**config.mk**
```make
export PLATFORM = sky130hd
export DESIGN_NAME = fifo_sync_flat
export DESIGN_NICKNAME = d
export VERILOG_FILES = /design/src/rtl/fifo_pkg.sv /design/src/rtl/fifo_if.sv /design/src/rtl/fifo_ctrl.sv /design/src/rtl/fifo_sync.sv /design/src/flat_wrapper.sv
export SDC_FILE = /design/constraint.sdc
export NUM_CORES = 1
export LEC_CHECK = 0
export ABC_CLOCK_PERIOD_IN_PS = 2700
export BUFFER_PORTS_ARGS = -buffer_cell sky130_fd_sc_hd__buf_2
export CAP_MARGIN = 25
export CORE_ASPECT_RATIO = 0.8
export CORE_UTILIZATION = 55
export CTS_BUF_LIST = sky130_fd_sc_hd__clkbuf_4 sky130_fd_sc_hd__clkbuf_8
export CTS_CLUSTER_DIAMETER = 150
export CTS_CLUSTER_SIZE = 28
export DETAILED_ROUTE_END_ITERATION = 6
export GPL_TIMING_DRIVEN = 0
export PLACE_DENSITY = 0.74
export REMOVE_ABC_BUFFERS = 1
export SYNTH_ARGS = -nofsm -noshare
export SYNTH_HDL_FRONTEND = slang
export SYNTH_SLANG_ARGS = --single-unit
```
**constraint.sdc**
```tcl
create_clock -name clk -period 2.7 [get_ports clk]
set_input_delay 0.405 -clock clk [delete_from_list [all_inputs] [get_ports clk]]
set_output_delay 0.405 -clock clk [all_outputs]
set_load 0.03 [all_outputs]
```
**src/rtl/fifo_pkg.sv**
```systemverilog
// Shared sizing helpers for the synchronous FIFO and its controller.
package fifo_pkg;
  localparam int ADDR_WIDTH_DEF = 3;
  localparam int DATA_WIDTH_DEF = 8;

  function automatic int fifo_depth(input int addr_width);
    return 2 ** addr_width;
  endfunction

  function automatic int fifo_cnt_w(input int addr_width);
    return addr_width + 1;
  endfunction
endpackage

```
**src/rtl/fifo_if.sv**
```systemverilog
// Strobe/backpressure bus between a FIFO and its producer/consumer.
interface fifo_if
  import fifo_pkg::*;
#(
  parameter int ADDR_WIDTH = ADDR_WIDTH_DEF,
  parameter int DATA_WIDTH = DATA_WIDTH_DEF
);
  localparam int CNT_W = fifo_cnt_w(ADDR_WIDTH);

  logic                  wr;
  logic [DATA_WIDTH-1:0] w_data;
  logic                  rd;
  logic [DATA_WIDTH-1:0] r_data;
  logic                  empty;
  logic                  full;
  logic [CNT_W-1:0]      count;
  logic                  overflow;
  logic                  underflow;

  modport master (
    output wr, w_data, rd,
    input  r_data, empty, full, count, overflow, underflow
  );

  modport slave (
    input  wr, w_data, rd,
    output r_data, empty, full, count, overflow, underflow
  );
endinterface

```
**src/rtl/fifo_ctrl.sv**
```systemverilog
// Pointer, occupancy and flag controller; all outputs except wr_ok are registered.
module fifo_ctrl
  import fifo_pkg::*;
#(
  parameter int ADDR_WIDTH = ADDR_WIDTH_DEF,
  localparam int CNT_W     = fifo_cnt_w(ADDR_WIDTH)
) (
  input  logic                  clk,
  input  logic                  reset,
  input  logic                  wr,
  input  logic                  rd,
  output logic [ADDR_WIDTH-1:0] w_addr,
  output logic [ADDR_WIDTH-1:0] r_addr,
  output logic                  wr_ok,
  output logic                  full,
  output logic                  empty,
  output logic [CNT_W-1:0]      count,
  output logic                  overflow,
  output logic                  underflow
);
  logic [ADDR_WIDTH-1:0] w_ptr, r_ptr, w_nxt, r_nxt;
  logic                  rd_ok;

  // A write into a full FIFO is still accepted when a pop frees the head slot.
  assign wr_ok  = wr & (~full | rd);
  assign rd_ok  = rd & ~empty;
  assign w_nxt  = w_ptr + ADDR_WIDTH'(1);
  assign r_nxt  = r_ptr + ADDR_WIDTH'(1);
  assign w_addr = w_ptr;
  assign r_addr = r_ptr;

  always_ff @(posedge clk or posedge reset) begin
    if (reset) begin
      w_ptr     <= '0;
      r_ptr     <= '0;
      full      <= 1'b0;
      empty     <= 1'b1;
      count     <= '0;
      overflow  <= 1'b0;
      underflow <= 1'b0;
    end else begin
      overflow  <= wr & full & ~rd;
      underflow <= rd & empty;
      unique case ({wr_ok, rd_ok})
        2'b10: begin
          w_ptr <= w_nxt;
          empty <= 1'b0;
          full  <= (w_nxt == r_ptr);
          count <= count + CNT_W'(1);
        end
        2'b01: begin
          r_ptr <= r_nxt;
          full  <= 1'b0;
          empty <= (r_nxt == w_ptr);
          count <= count - CNT_W'(1);
        end
        2'b11: begin
          w_ptr <= w_nxt;
          r_ptr <= r_nxt;
        end
        default: ;
      endcase
    end
  end
endmodule

```
**src/rtl/fifo_sync.sv**
```systemverilog
// Single-clock FIFO: register-array storage with first-word-fall-through read.
module fifo_sync
  import fifo_pkg::*;
#(
  parameter int ADDR_WIDTH = ADDR_WIDTH_DEF,
  parameter int DATA_WIDTH = DATA_WIDTH_DEF
) (
  input logic  clk,
  input logic  reset,
  fifo_if.slave bus
);
  localparam int DEPTH = fifo_depth(ADDR_WIDTH);

  logic [DATA_WIDTH-1:0] mem [DEPTH];
  logic [ADDR_WIDTH-1:0] w_addr, r_addr;
  logic                  wr_ok;

  fifo_ctrl #(.ADDR_WIDTH(ADDR_WIDTH)) u_ctrl (
    .clk       (clk),
    .reset     (reset),
    .wr        (bus.wr),
    .rd        (bus.rd),
    .w_addr    (w_addr),
    .r_addr    (r_addr),
    .wr_ok     (wr_ok),
    .full      (bus.full),
    .empty     (bus.empty),
    .count     (bus.count),
    .overflow  (bus.overflow),
    .underflow (bus.underflow)
  );

  // Storage is deliberately left unreset; contents are only observed while non-empty.
  always_ff @(posedge clk) begin
    if (wr_ok) mem[w_addr] <= bus.w_data;
  end

  assign bus.r_data = mem[r_addr];
endmodule

```
**src/flat_wrapper.sv**
```systemverilog
// flat-port wrapper written by rule: the top's interface ports become plain ports
module fifo_sync_flat import fifo_pkg::*;
#(
  parameter int ADDR_WIDTH = ADDR_WIDTH_DEF,
  parameter int DATA_WIDTH = DATA_WIDTH_DEF
)
  (clk, reset, bus_wr, bus_w_data, bus_rd, bus_r_data, bus_empty, bus_full, bus_count, bus_overflow, bus_underflow);
  fifo_if #(.ADDR_WIDTH(ADDR_WIDTH), .DATA_WIDTH(DATA_WIDTH)) bus_i ();
  input logic clk;
  input logic reset;
  input wire logic [$bits(bus_i.wr)-1:0] bus_wr;
  input wire logic [$bits(bus_i.w_data)-1:0] bus_w_data;
  input wire logic [$bits(bus_i.rd)-1:0] bus_rd;
  output wire logic [$bits(bus_i.r_data)-1:0] bus_r_data;
  output wire logic [$bits(bus_i.empty)-1:0] bus_empty;
  output wire logic [$bits(bus_i.full)-1:0] bus_full;
  output wire logic [$bits(bus_i.count)-1:0] bus_count;
  output wire logic [$bits(bus_i.overflow)-1:0] bus_overflow;
  output wire logic [$bits(bus_i.underflow)-1:0] bus_underflow;
  assign bus_i.wr = bus_wr;
  assign bus_i.w_data = bus_w_data;
  assign bus_i.rd = bus_rd;
  assign bus_r_data = bus_i.r_data;
  assign bus_empty = bus_i.empty;
  assign bus_full = bus_i.full;
  assign bus_count = bus_i.count;
  assign bus_overflow = bus_i.overflow;
  assign bus_underflow = bus_i.underflow;
  fifo_sync #(.ADDR_WIDTH(ADDR_WIDTH), .DATA_WIDTH(DATA_WIDTH)) u_core (.clk(clk), .reset(reset), .bus(bus_i));
endmodule
```
==> flow_summary.json, run 1 <==
{
  "status": "completed",
  "maxCapViolations": 0,
  "final_cell_mix": "edfxtp_1 (64), buf_2 (27), dfrtp_1 (12)",
  "clockBufferDepth": 2,
  "routed_wl_um": 5750,
  "tritoncts": "done",
  "p_int_mw": 2.85,
  "synth_top_area_cell": "edfxtp_1",
  "antenna_left": 0,
  "io_pins": 28,
  "synth_cell_types": 36,
  "ir_worst_vdd_mv": 0.484,
  "final_util_pct": 64.0,
  "tns_ps": 0,
  "cts-root-buf": "clkbuf_8",
  "drc_errors": 0,
  "multi_input_area_um2": 986,
  "worstPathMaxFanout": 12,
  "ctsHoldBuffers": 0,
  "numCtsBuffers": 9,
  "synthArstFlopShare_pct": 17.9,
  "routedWlPerCell_um": 19.3,
  "pre_cts_ws_ps": 44.7,
  "grt_max_degree": 20,
  "p_per_area_nw_per_um2": 1170,
  "hold_viol": 0,
  "layout_commonest_cell": "edfxtp_1",
  "yosysTopAreaCellShare_pct": 57.5,
  "reg2regPathDepth": 6,
  "die_h_um": 71.7,
  "yosys_most_used_dff": "edfxtp_1",
  "place_hpwl_um": 3730,
  "worstReg2RegEnd": "u_core.u_ctrl.count[3]$_DFFE_PP0P_",
  "vias_per_cell": 5.74,
  "endpoint_kind": "flip-flop",
  "grt_pass1_vias": 1858,
  "clk_pin_slew_ps": 80,
  "reg2reg_setup_slack_ps": 190,
  "regArea_um2": 2280,
  "p_sw_mw": 1.54,
  "r2r_start": "u_core.u_ctrl.empty$_DFFE_PP1P_",
  "num_rows": 25,
  "final_layout_size_suffix_gt1_share_pct": 31.3,
  "synth-edff-count": 64,
  "syn_area_um2": 3340,
  "start_kind": "flip-flop",
  "fin_ws_ps": 193,
  "clock-sinks": 78,
  "ys_seq_area_share_pct": 68.0,
  "insertedDiodeCount": 0,
  "die_area_um2": 6400,
  "whs_ps": 96.7,
  "p_comb_share_pct": 36.1,
  "crit_arrival_ps": 2760,
  "p_leak_nw": 1.39,
  "setup_viol": 0,
  "finalCriticalPeriod_ps": 2510,
  "use_met2_pct": 34.8,
  "cts.htree.levels": 3,
  "grt_pass1_wl_um": 9400,
  "yosysWarnings": 0,
  "grt_use_met1_pct": 26.2,
  "vias": 1712,
  "gp_congestion": 0.803,
  "portBuffers": 27,
  "use_met3_pct": 7.26,
  "slew_viol_final": 0,
  "final_net_count": 231,
  "syn_inst": 179,
  "grt-busiest-layer": "met2",
  "drtIter0Drc": 142,
  "required_ps": 2950,
  "firstDrtPassIters": 4,
  "max_freq_ghz": 0.399,
  "seqPwrFrac_pct": 42.6,
  "clkLatencyLatePin_ps": 340,
  "final_cells": 298,
  "start_util_pct": 56.9,
  "ys_ff_latch": 78,
  "dieWidth_um": 89.2,
  "core_area_um2": 5880,
  "syn_avg_cell_area_um2": 18.7,
  "dpl.cell_count": 281,
  "pwr-share-clk_pct": 21.3,
  "rsz0062_at_grt": "no",
  "syn_to_final_growth_pct": 12.5,
  "fin_crit_sh_pct": 92.8,
  "hold_path.class": "primary input to asynchronous set/reset pin",
  "grt_overflow": 0,
  "max_slew_margin_pct": 35.4,
  "tightest_slew_ps": 965,
  "nFillCells": 435,
  "ys_top_cells_by_area": "edfxtp_1 (57%), dfrtp_1 (9.7%), mux4_1 (6.3%)",
  "fin_skew_ps": 8.00,
  "antenna_found_initial": 0,
  "grt_use_total_pct": 21.1,
  "path_class": "flip-flop to flip-flop",
  "swShare_pct": 35.1,
  "cts.repair_timing.setup_buffer_count": 0
}
-- flip-flops by register name, summed over array words and instances (netlist names) --
| register | flops |
|---|---|
| u_core.u_ctrl.empty | 1 |
| u_core.u_ctrl.w_addr | 3 |
| u_core.mem | 64 |
| u_core.u_ctrl.count | 4 |
| u_core.u_ctrl.overflow | 1 |
| u_core.u_ctrl.underflow | 1 |
| u_core.u_ctrl.r_addr | 3 |
| u_core.u_ctrl.full | 1 |
-- cell type report --
| type | count | share of cell area [%] |
|---|---|---|
| sequential | 78 | 60.5 |
| multi-input combinational | 87 | 26.2 |
| timing repair buffer | 30 | 4.19 |
| clock buffer | 10 | 3.49 |
| tap | 81 | 2.69 |
| clock inverter | 6 | 2.29 |
| inverter | 6 | 0.599 |
-- cell families (layout without fill, tap and decap cells) --
kind of cell | after synthesis | count (layout) | synth area share [%]
flip-flops | 78 | 78 | 68.0
AND/OR/NAND/NOR | 30 | 30 | 4.60
adder cells (fa/ha/maj) | 7 | 7 | 2.62
multiplexers | 28 | 28 | 16.6
buffers and inverters | 14 | 52 | 2.51
XOR/XNOR | 13 | 13 | 3.41
AO/OA/AOI/OAI | 9 | 9 | 2.28
-- power by group through the flow --
stage	logic (mW)	registers (mW)	clock network (mW)
3_3_place_gp	1.52	1.86	0
5_1_grt	1.71	1.91	0.998
3_5_place_dp	1.57	1.89	0
6_report	1.58	1.87	0.934
2_1_floorplan	1.15	1.89	0
4_1_cts	1.59	1.87	0.955
-- worst max-delay path: stages (launching register included) --
cell,delay (ps)
dfstp_2,390
nor2b_1,450
inv_1,100
ha_1,480
or4b_2,740
a21o_1,180
o221ai_1,80
-- how the worst max path moves through the flow --
| stage | cells past startpoint | slack [ps] | startpoint | to |
|---|---|---|---|---|
| after floorplan | 6 | 430 | u_core.u_ctrl.empty$_DFFE_PP1P_ | u_core.u_ctrl.count[3]$_DFFE_PP0P_ |
| after global placement | 3 | 130 | u_core.u_ctrl.r_addr[0]$_DFFE_PP0P_ | bus_r_data[3] |
| after detailed placement | 7 | 40 | bus_rd | u_core.u_ctrl.count[3]$_DFFE_PP0P_ |
| after CTS | 3 | 70 | u_core.u_ctrl.r_addr[0]$_DFFE_PP0P_ | bus_r_data[4] |
| after global routing | 6 | 20 | u_core.u_ctrl.empty$_DFFE_PP1P_ | u_core.u_ctrl.count[3]$_DFFE_PP0P_ |
| final | 6 | 190 | u_core.u_ctrl.empty$_DFFE_PP1P_ | u_core.u_ctrl.count[3]$_DFFE_PP0P_ |
-- cell usage after synthesis (3+ instances only) --
master     n
mux4_2     8
nand2_1    5
edfxtp_1  64
mux2_4     8
inv_1      6
dfrtp_1   13
nand2b_1   3
xor2_1     5
mux4_1     8
ha_1       7
xnor2_1    8
nor2_1    11
mux2_2     3
buf_2      3
-- routing by layer --
metal	vias to the layer above	wire length [um]
met4	0	99
met1	870	2340
met5	-	0
met3	12	363
met2	63	2950
li1	767	-
-- what timing repair did --
item / in CTS / in global routing
gates resized for setup: 1 / 1
setup endpoints to repair: 8 / 1
hold endpoints to repair: 0 / 0
-- per-stage QoR --
stage               cell area (um^2)  power (mW)
floorplan                       3280        3.04
global placement                3520        3.38
detailed placement              3530        3.46
CTS                             3750        4.41
global route                    3760        4.61
finish                          3760        4.38
Power figures use the tool's default switching activity.
==> run 2, diff against run 1 <==
Settings changed: ABC_CLOCK_PERIOD_IN_PS 2700 to 3200, CELL_PAD_IN_SITES_DETAIL_PLACEMENT set to 0, CELL_PAD_IN_SITES_GLOBAL_PLACEMENT set to 1, CORE_UTILIZATION 55 to 57, PLACE_DENSITY 0.74 to not set, PLACE_DENSITY_LB_ADDON set to 0.1.
Clock period 2.7 ns to 3.2 ns, I/O delays scaled along.
==> run 2 against run 1 <==
Die area down 3.4%. Wire length down 1.8%. Total power down 15%. Utilization up 4.0 points. Critical path type is now flip-flop to primary output. Worst hold slack better by 82 ps. Largest cell class unchanged. Cell count down 1.0%. Combinational power down 11%. Register-to-register slack better by 500 ps. Via count down 4.1%. Final area up 0.43%. Sequential cell count unchanged.
==> flow_summary.json, run 2 (synthesis gave the netlist of run 1 again) <==
{
  "status": "completed",
  "gp_congestion": 0.749,
  "p_per_area_nw_per_um2": 985,
  "max_freq_ghz": 0.386,
  "tns_ps": 0,
  "syn_to_final_growth_pct": 13.0,
  "post_cts_resized": 0,
  "core_area_um2": 5560,
  "grt_max_degree": 20,
  "crit_arrival_ps": 2110,
  "crit_start": "u_core.u_ctrl.r_addr[0]$_DFFE_PP0P_",
  "place_hpwl_um": 3770,
  "die_h_um": 70.5,
  "worstPathMaxFanout": 17,
  "pwr-share-clk_pct": 21.2,
  "antenna_found_initial": 0,
  "grt_pass1_vias": 1699,
  "hold_path.class": "primary input to asynchronous set/reset pin",
  "ir_worst_vdd_mv": 0.513,
  "fin_crit_sh_pct": 80.9,
  "max_slew_margin_pct": 37.3,
  "crit_chain": "buf_16, mux4_1, mux2_4, buf_2",
  "drc_errors": 0,
  "drtIter0Drc": 49,
  "setup_viol": 0,
  "worst_path_max_delay_cell": "mux4_1",
  "numCtsBuffers": 9,
  "reg2regPathDepth": 6,
  "clk_pin_slew_ps": 80,
  "insertedDiodeCount": 0,
  "p_comb_share_pct": 38.0,
  "route.met2.wl_um": 2970,
  "tightest_slew_ps": 937,
  "routedWlPerCell_um": 19.2,
  "layout_commonest_cell": "edfxtp_1",
  "num_rows": 24,
  "clkLatencyLatePin_ps": 340,
  "endpoint_kind": "primary output",
  "io_pins": 28,
  "start_kind": "flip-flop",
  "design_area_um2": 3780,
  "r2r_start": "u_core.u_ctrl.empty$_DFFE_PP1P_",
  "routed_wl_um": 5650,
  "tritoncts": "done",
  "p_int_mw": 2.43,
  "fin_skew_ps": 6.76,
  "start_util_pct": 60.2,
  "swShare_pct": 34.8,
  "rsz0062_at_grt": "no",
  "die_area_um2": 6180,
  "finalCriticalPeriod_ps": 2590,
  "fin_total_pwr_mw": 3.72,
  "drt-met1-wl_um": 2430,
  "largest-register": "u_core.mem",
  "grt_pass1_wl_um": 8850,
  "seqPwrFrac_pct": 40.9,
  "vias": 1642,
  "p_leak_nw": 1.40,
  "top_regs": "u_core.mem (64), u_core.u_ctrl.count (4)",
  "grt_overflow": 0,
  "antenna_left": 0,
  "cts-root-buf": "clkbuf_8",
  "p_sw_mw": 1.30,
  "firstDrtPassIters": 4,
  "dieWidth_um": 87.6,
  "hold_viol": 0,
  "dpl_cell_area_um2": 3530,
  "cts.repair_timing.setup_buffer_count": 0,
  "path_class": "flip-flop to primary output",
  "required_ps": 2720,
  "cts.htree.levels": 3,
  "final_cell_mix": "edfxtp_1 (64), buf_2 (27), dfrtp_1 (13)",
  "slew_viol_final": 0,
  "vias_per_cell": 5.57,
  "final_net_count": 231,
  "grt_use_total_pct": 20.8,
  "final_util_pct": 68.0,
  "reg2reg_setup_slack_ps": 690,
  "maxUsedRoutingLayer": "met4",
  "clock-sinks": 78,
  "clockBufferDepth": 2,
  "largest_reg_flops": 64,
  "portBuffers": 27,
  "final_layout_size_suffix_gt1_share_pct": 31.3,
  "slowest_delay_ps": 580,
  "maxCapViolations": 0,
  "wl_met3_um": 220,
  "ctsHoldBuffers": 0
}
run 2: metal layers:
metal / vias to the layer above / track usage (%)
li1: 764 / -
met2: 32 / 33.9
met1: 842 / 28.1
met5: - / 0
met3: 4 / 5.44
met4: 0 / 6.01
run 2: power groups by stage:
stage / sequential [mW] / combinational [mW] / clock (mW)
after detailed placement: 1.60 / 1.32 / 0
after floorplan: 1.59 / 0.970 / 0
after CTS: 1.57 / 1.33 / 0.804
after global placement: 1.57 / 1.28 / 0
after global routing: 1.55 / 1.52 / 0.838
final: 1.52 / 1.41 / 0.787
run 2: path summary, 6_finish.rpt:
check / endpoint
max in group asynchronous: u_core.u_ctrl.empty$_DFFE_PP1P_
min: u_core.u_ctrl.underflow$_DFF_PP0_
max: bus_r_data[4]
max reg2reg: u_core.u_ctrl.count[3]$_DFFE_PP0P_
min reg2reg: u_core.u_ctrl.empty$_DFFE_PP1P_
min in group clk: u_core.u_ctrl.overflow$_DFF_PP0_
run 2: final cells by class:
type / instances / area, um^2
clock buffers: 9 / 124
clock inverters: 7 / 97.6
fillers: 368 / 1780
inverters: 6 / 22.5
multi-input cells: 87 / 986
flip-flops and latches: 78 / 2270
well taps: 78 / 97.6
repair buffers: 30 / 178
run 2: worst max-delay path, delay by kind of cell, from the launching register on:
kind / cells / cell delay, ps
buf+inv: 2 / 390
flops: 1 / 500
mux: 2 / 870
run 2: per-stage QoR:
stage                     setup WS, ps  std cells  hold slack, ps
final                              612        295             179
after global routing               522        295             219
after CTS                          136        294             187
after detailed placement           480        278             500
after global placement             557        276             484
after floorplan                    864        171             369
